$ cat config.mk
export PLATFORM = sky130hd
export DESIGN_NAME = instr_fetch_unit
export DESIGN_NICKNAME = d
export VERILOG_FILES = /design/src/rtl/instr_fetch_unit.sv
export SDC_FILE = /design/constraint.sdc
export NUM_CORES = 1
export LEC_CHECK = 0
export CAP_MARGIN = 30
export CORE_ASPECT_RATIO = 0.7
export CORE_MARGIN = 2
export CORE_UTILIZATION = 43
export CTS_BUF_LIST = sky130_fd_sc_hd__clkbuf_2
export CTS_CLUSTER_DIAMETER = 120
export DETAILED_ROUTE_END_ITERATION = 6
export GPL_TIMING_DRIVEN = 0
export PLACE_DENSITY = 0.82
export SLEW_MARGIN = 20
export SYNTH_ARGS = -nofsm -noshare
export SYNTH_HDL_FRONTEND = slang
export SYNTH_SLANG_ARGS = --single-unit
$ cat constraint.sdc
create_clock -name clk -period 2.7 [get_ports clk]
set_input_delay 0.675 -clock clk [delete_from_list [all_inputs] [get_ports clk]]
set_output_delay 0.675 -clock clk [all_outputs]
set_load 0.1 [all_outputs]
$ cat src/rtl/instr_fetch_unit.sv
// Fetch front end for the single-cycle RISC-V core: owns the PC, runs the
// instruction-memory handshake and presents one instruction at a time to the core.
//
// state  | meaning
// IDLE   | parked, NOP presented, waiting for run
// REQ    | request strobe up at pc, waiting for grant
// WAIT   | granted, waiting for read data (bounded by TIMEOUT)
// HOLD   | fetched instruction presented until the core accepts it
// ERR    | sticky fault (timeout or misaligned target), left only by reset
module instr_fetch_unit #(
  parameter logic [31:0] RESET_PC  = 32'h0000_0000,
  parameter logic [31:0] NOP_INSTR = 32'h0000_0013,
  parameter int          TIMEOUT   = 16
) (
  input  logic        clk,
  input  logic        reset,
  input  logic        run,
  input  logic        PCSrc,
  input  logic [31:0] pc_target,
  input  logic        instr_ready,
  input  logic        imem_gnt,
  input  logic        imem_rvalid,
  input  logic [31:0] imem_rdata,
  output logic        imem_req,
  output logic [31:0] imem_addr,
  output logic        imem_ce,
  output logic [31:0] instr_out,
  output logic        instr_valid,
  output logic [31:0] pc_out,
  output logic [31:0] pc_plus4,
  output logic        fetch_err
);

  typedef enum logic [2:0] {
    S_IDLE = 3'd0,
    S_REQ  = 3'd1,
    S_WAIT = 3'd2,
    S_HOLD = 3'd3,
    S_ERR  = 3'd4
  } state_t;

  // Last WAIT cycle index; reaching it without data is the timeout.
  localparam logic [7:0] CNT_LAST = 8'(TIMEOUT - 1);

  state_t      r_state;
  logic [31:0] r_pc;
  logic [7:0]  r_cnt;
  logic [31:0] r_instr;
  logic        r_valid;
  logic        r_err;

  logic        w_accept;
  logic        w_misaligned;
  logic [31:0] w_pc_plus4;
  logic [31:0] w_next_pc;

  assign w_pc_plus4   = r_pc + 32'd4;
  assign w_accept     = (r_state == S_HOLD) && instr_ready;
  assign w_misaligned = PCSrc && (pc_target[1:0] != 2'b00);
  assign w_next_pc    = PCSrc ? pc_target : w_pc_plus4;

  always_ff @(posedge clk or negedge reset) begin
    if (!reset) begin
      r_state <= S_IDLE;
      r_pc    <= RESET_PC;
      r_cnt   <= 8'd0;
      r_instr <= NOP_INSTR;
      r_valid <= 1'b0;
      r_err   <= 1'b0;
    end else begin
      case (r_state)
        S_IDLE: begin
          r_instr <= NOP_INSTR;
          r_valid <= 1'b0;
          if (run) r_state <= S_REQ;
        end
        S_REQ: begin
          if (imem_gnt) begin
            r_cnt   <= 8'd0;
            r_state <= S_WAIT;
          end
        end
        S_WAIT: begin
          r_cnt <= r_cnt + 8'd1;
          // Data arriving on the final allowed cycle still wins over the timeout.
          if (imem_rvalid) begin
            if (run) begin
              r_instr <= imem_rdata;
              r_valid <= 1'b1;
              r_state <= S_HOLD;
            end else begin
              r_state <= S_IDLE;
            end
          end else if (r_cnt == CNT_LAST) begin
            r_err   <= 1'b1;
            r_state <= S_ERR;
          end
        end
        S_HOLD: begin
          if (w_accept) begin
            r_instr <= NOP_INSTR;
            r_valid <= 1'b0;
            if (w_misaligned) begin
              r_err   <= 1'b1;
              r_state <= S_ERR;
            end else begin
              r_pc    <= w_next_pc;
              r_state <= run ? S_REQ : S_IDLE;
            end
          end
        end
        S_ERR: begin
          r_instr <= NOP_INSTR;
          r_valid <= 1'b0;
          r_err   <= 1'b1;
        end
        default: begin
          r_state <= S_IDLE;
          r_instr <= NOP_INSTR;
          r_valid <= 1'b0;
        end
      endcase
    end
  end

  assign imem_req    = (r_state == S_REQ);
  assign imem_ce     = (r_state == S_REQ) || (r_state == S_WAIT);
  assign imem_addr   = r_pc;
  assign pc_out      = r_pc;
  assign pc_plus4    = w_pc_plus4;
  assign instr_out   = r_instr;
  assign instr_valid = r_valid;
  assign fetch_err   = r_err;

endmodule

Yosys cells after proc, flatten, opt, wreduce, memory -nomap -nowiden
Cells that the tools add are included.
{ "totals": {"ff_bits": 77, "out_inout_bits": 132, "wordCells": 62} }
{ "op_classes": {"add_sub_neg": 2, "n_eq_ne": 14, "muxes": 25, "n_bitwise": 3, "reduce_logical": 12} }
{ "op_table": {"columns": ["operator", "count"], "rows": [
  ["$mux W32", 4],
  ["$pmux W32 S3", 1],
  ["$add A32 B3 Y32 const B", 1],
  ["$mux W3", 6],
  ["$ne A2 B2 Y1 const B", 8],
  ["$pmux W8 S2", 1],
  ["$pmux W3 S5", 1],
  ["$reduce_and A5 Y1", 2],
  ["$add A8 B1 Y8 const B", 1],
  ["$eq A8 B4 Y1 const B", 1],
  ["$mux W1", 8],
  ["$mux W8", 1],
  ["$eq A3 B2 Y1 const B", 2],
  ["$pmux W1 S3", 2],
  ["$reduce_and A4 Y1", 1],
  ["$reduce_bool A2 Y1", 2],
  ["$eq A3 B1 Y1 const B", 1],
  ["$eq A3 B3 Y1 const B", 1],
  ["$logic_not A3 Y1", 1],
  ["$ne A3 B3 Y1 const B", 1],
  ["$not A1 Y1", 3],
  ["$reduce_and A3 Y1", 1],
  ["$reduce_bool A3 Y1", 1],
  ["$logic_and A1 B1 Y1", 2],
  ["other kinds (3)", 3]
]} }

Longest topological paths before layout
{ "logic_depth": {"depth_word": 5, "ltp_mapped": 7} }

Worst setup path after synthesis
OpenSTA, ideal clock, no wires.
{ "synth_timing": {"path_kind": "register to output", "start": "register r_pc[2] (netlist: imem_addr[2])", "end": "output port pc_plus4[24]", "arrival_time_ps": 4013, "required_time_ps": 2025, "setup_slack_ps": -1988, "path_stages_with_launch": 7, "cell_sequence": "dfrtp_1 -> ha_1 -> nand3_1 -> or4_1 -> buf_2 -> or2_1 -> xnor2_1"} }
{ "synth_via": {"elab_chain_cells": 1} }
{ "synth_lines": {"columns": ["element", "line", "source"], "rows": [
  ["start, declared", "46", "logic [31:0] r_pc;"],
  ["start signal, assigned", "107", "r_pc <= w_next_pc;"],
  ["$add A32 B3 Y32", "57", "assign w_pc_plus4 = r_pc + 32'd4;"],
  ["end, declared", "30", "output logic [31:0] pc_plus4,"]
]} }
No other way between the ends.

Final worst setup path
{ "layout_timing": {"start": "register r_pc[6] (netlist: imem_addr[6])", "end": "output port pc_plus4[19]"} }
Same word-level chain as after synthesis.

==> qor.yml <==
drt:
  first_pass_iters: 7
  wl_met1_um: 7450
  vias: 5484
  top_layer_used: "met4"
  routed_wl_um: 19300
  drt_iter0_markers: 664
  viasPerCell: 5.95
  wl_met3_um: 1670
  drc: 1
  dr_wl_met2_um: 9290
  post_drt_wl_per_cell_um: 20.9
  ant_nets: 0
setup_path:
  reg2reg_slack_ns: 0.21
  start_kind: "register"
  slowest_delay_ns: 0.51
  path_max_fanout: 7
  required_ns: 2.03
  worstPathArrival_ns: 2.62
  cp-end-kind: "primary output"
  slowest_stage: "dfrtp_4"
  reg2reg_from: "r_state[0]"
  cp_cell_sequence: "buf_12 > nand4_4 > or3_4 > or3_4 > xnor2_4 > buf_12"
  r2r_cells: 7
  r2r-end: "imem_addr[25]"
  setup.worst_path.class: "reg2out"
clock_tree:
  cts.sinks: 77
  cts_tree: "built"
  path_clk_slew_ns: 0.25
  cts_buffers: 9
  insertion_delay_ns: 0.58
  clk_path_buf_depth: 2
  cts_root_buf: "clkbuf_2"
  htree_levels: 3
floorplan:
  dieHeight_um: 90.7
  dieArea_um2: 11600
  fp-row-count: 31
  io_pins: 203
  dieWidth_um: 128
  start_util_pct: 44.4
  fp.coreArea_um2: 10400
finish:
  diodes: 0
  fin_area_um2: 8800
  fill_cells: 538
  drive_gt1_share_pct: 42.9
  areaGrowthSynthToFinish_pct: 90.8
  post-route-util_pct: 84.7
  final_nets: 858
synthesis:
  syn_inst: 495
  synth_area_leaders: "dfrtp_1 40%, buf_4 5.5%, a22o_1 5.5%"
  synth_edf_count: 0
  syn_area_um2: 4620
  synth_area_leader_cell: "dfrtp_1"
  ys.flop_type: "dfrtp_1"
  yosys_register_bits: 77
  ys_seq_area_share_pct: 41.8
  ys_warn_count: 0
  avgSynthCellArea_um2: 9.32
  ys_types: 53
  synth_top_area_share_pct: 40.1
  async_flop_share_pct: 100
  synth_nets: 568
timing:
  hold_violations: 0
  clock_skew_ns: 0.0259
  setup_viol: 25
  slew_violations: 0
  period_minus_slack_ns: 3.29
  setup_ws_ns: -0.592
  rsz0062_at_grt: "true"
  tightest_slew_ns: 0.997
  fmax_ghz: 0.304
  fin_crit_sh_pct: 122
  slew_headroom_pct: 33.8
power:
  irDropWorstVdd_uv: 743
  leakage_nw: 4.02
  power_density_nw_per_um2: 728
global_route:
  grt_pass1_vias: 5373
  gr-total-overflow: 0
  grt_max_degree: 57
  grt_pass1_wl_um: 28400
  antenna_found_initial: 0
  grt_usage_pct: 31.4
job:
  maxCapViolCount: 0
worst_hold_path:
  hold_class: "in2async"
place:
  dpl_cell_area_um2: 7570
  place_congestion: 0.869
  port_buffers: 201
  hpwl_um: 12000
run_status:
  violations: "design-rule violations, negative setup slack"
  outcome: "finished with violations"
-- logic make-up (layout without fill, tap and decap cells) --
family                     after synthesis  count (layout)  share of synthesized area [%]
xor gates and xnor gates                34              34                           6.45
adders and majority gates                2               2                          0.542
buffers and inverters                   88             383                           10.1
and+or+nand+nor                        168             168                           20.7
muxes                                   10              10                           2.17
AOI/OAI and AO/OA                      116             116                           18.2
DFF                                     77              77                           41.8
-- metal layers --
metal / GRT usage [%] / up-vias
met1: 40.3 / 2625
li1: - / 2396
met2: 51.5 / 386
met4: 11.2 / 0
met5: 0 / -
met3: 7.94 / 77
-- stage by stage --
step	hold slack, ns	cells	TNS, ns	worst slack [ns]	total power [W]
floorplan	0.379	495	-7.27	-0.484	0.00449
global placement	0.458	828	-176.28	-2.30	0.00534
detailed placement	0.463	829	-32.57	-1.27	0.00542
CTS	0.488	895	-8.38	-0.576	0.00625
global route	0.483	922	-11.56	-0.647	0.00663
finish	0.500	922	-9.52	-0.592	0.00641
-- cells in the mapped netlist, types with 3 or more instances --
cell,n
a211oi_1,9
a21oi_1,17
a22o_1,29
a22oi_1,5
a311o_1,3
a311oi_1,6
a31oi_1,4
and2_1,6
and3_1,13
and4_1,6
buf_2,6
buf_4,34
clkbuf_1,34
dfrtp_1,74
dfstp_2,3
inv_1,11
mux2i_1,10
nand2_1,24
nand3_1,35
nand4_1,17
nand4b_1,3
nor2_1,23
nor3_1,13
nor3b_1,3
nor4_1,5
nor4_2,3
o21ai_0,7
o22ai_1,23
o32a_1,3
or3_1,3
or4_1,3
xnor2_1,23
xor2_1,11
-- cell usage in the layout (no fill, tap or decap), types with 6 or more instances in the layout --
| master | count |
|---|---|
| buf_4 | 100 |
| dfrtp_4 | 19 |
| clkdlybuf4s15_1 | 9 |
| dfrtp_2 | 8 |
| a311oi_1 | 6 |
| nand4_1 | 17 |
| a22o_1 | 29 |
| xnor2_4 | 18 |
| nand3_4 | 12 |
| a211oi_1 | 9 |
| nor3_1 | 11 |
| o22ai_1 | 23 |
| a21oi_1 | 17 |
| buf_6 | 22 |
| clkbuf_2 | 36 |
| nor2_1 | 20 |
| mux2i_1 | 10 |
| clkbuf_1 | 19 |
| and3_1 | 9 |
| nand2_1 | 20 |
| o21ai_0 | 6 |
| dfrtp_1 | 47 |
| inv_1 | 11 |
| dlygate4sd2_1 | 37 |
| clkdlybuf4s15_2 | 32 |
| buf_12 | 29 |
| clkdlybuf4s50_1 | 68 |
| nand3_1 | 22 |
-- layout make-up --
| type | count | area (um^2) | share of cell area (%) |
|---|---|---|---|
| multi-input cells | 330 | 3020 | 34.3 |
| repair buffers | 285 | 2880 | 32.7 |
| flip-flops and latches | 77 | 2010 | 22.9 |
| plain buffers | 71 | 562 | 6.38 |
| well taps | 132 | 165 | 1.88 |
| clock inverters | 7 | 72.6 | 0.824 |
| clock buffers | 9 | 45.0 | 0.512 |
| inverters | 11 | 41.3 | 0.469 |
-- sequential cells by signal (all words and copies together) (netlist names) --
name         count
instr_out       32
imem_addr       32
r_cnt            8
fetch_err        1
instr_valid      1
r_state          3
-- how the worst max path moves through the flow --
| stage | start | to | slack [ns] | depth (start not counted) |
|---|---|---|---|---|
| after detailed placement | imem_addr[4] | pc_plus4[29] | -1.27 | 6 |
| after CTS | imem_addr[4] | pc_plus4[19] | -0.58 | 6 |
| after floorplan | imem_addr[7] | pc_plus4[24] | -0.48 | 6 |
| final | imem_addr[6] | pc_plus4[19] | -0.59 | 6 |
| after global routing | imem_addr[6] | pc_plus4[24] | -0.65 | 6 |
| after global placement | reset | imem_addr[18] | -2.30 | 1 |
-- critical path: cells and delay by family (launching register included) --
| kind | cells | cell delay [ns] |
|---|---|---|
| buffers and inverters | 2 | 0.31 |
| AND/OR/NAND/NOR | 3 | 1.00 |
| flip-flops | 1 | 0.51 |
| XOR/XNOR | 1 | 0.20 |
-- what timing repair did --
| item | 4_1_cts | 5_1_grt |
|---|---|---|
| resized for setup | 486 | 96 |
| pin swaps | 32 | 28 |
| setup buffers | 53 | 30 |
| hold buffers | 1 | 0 |
| setup endpoints to repair | 132 | 77 |
| hold endpoints to repair | 21 | 0 |
-- power by group --
| group | internal (W) | total, W | leakage [nW] | switching [W] |
|---|---|---|---|---|
| sequential | 0.00134 | 0.00153 | 0.976 | 0.000193 |
| combinational | 0.00119 | 0.00419 | 2.98 | 0.00300 |
| clock | 0.000219 | 0.000684 | 0.0707 | 0.000465 |
Note: power is estimated with default switching activity, not from simulation.
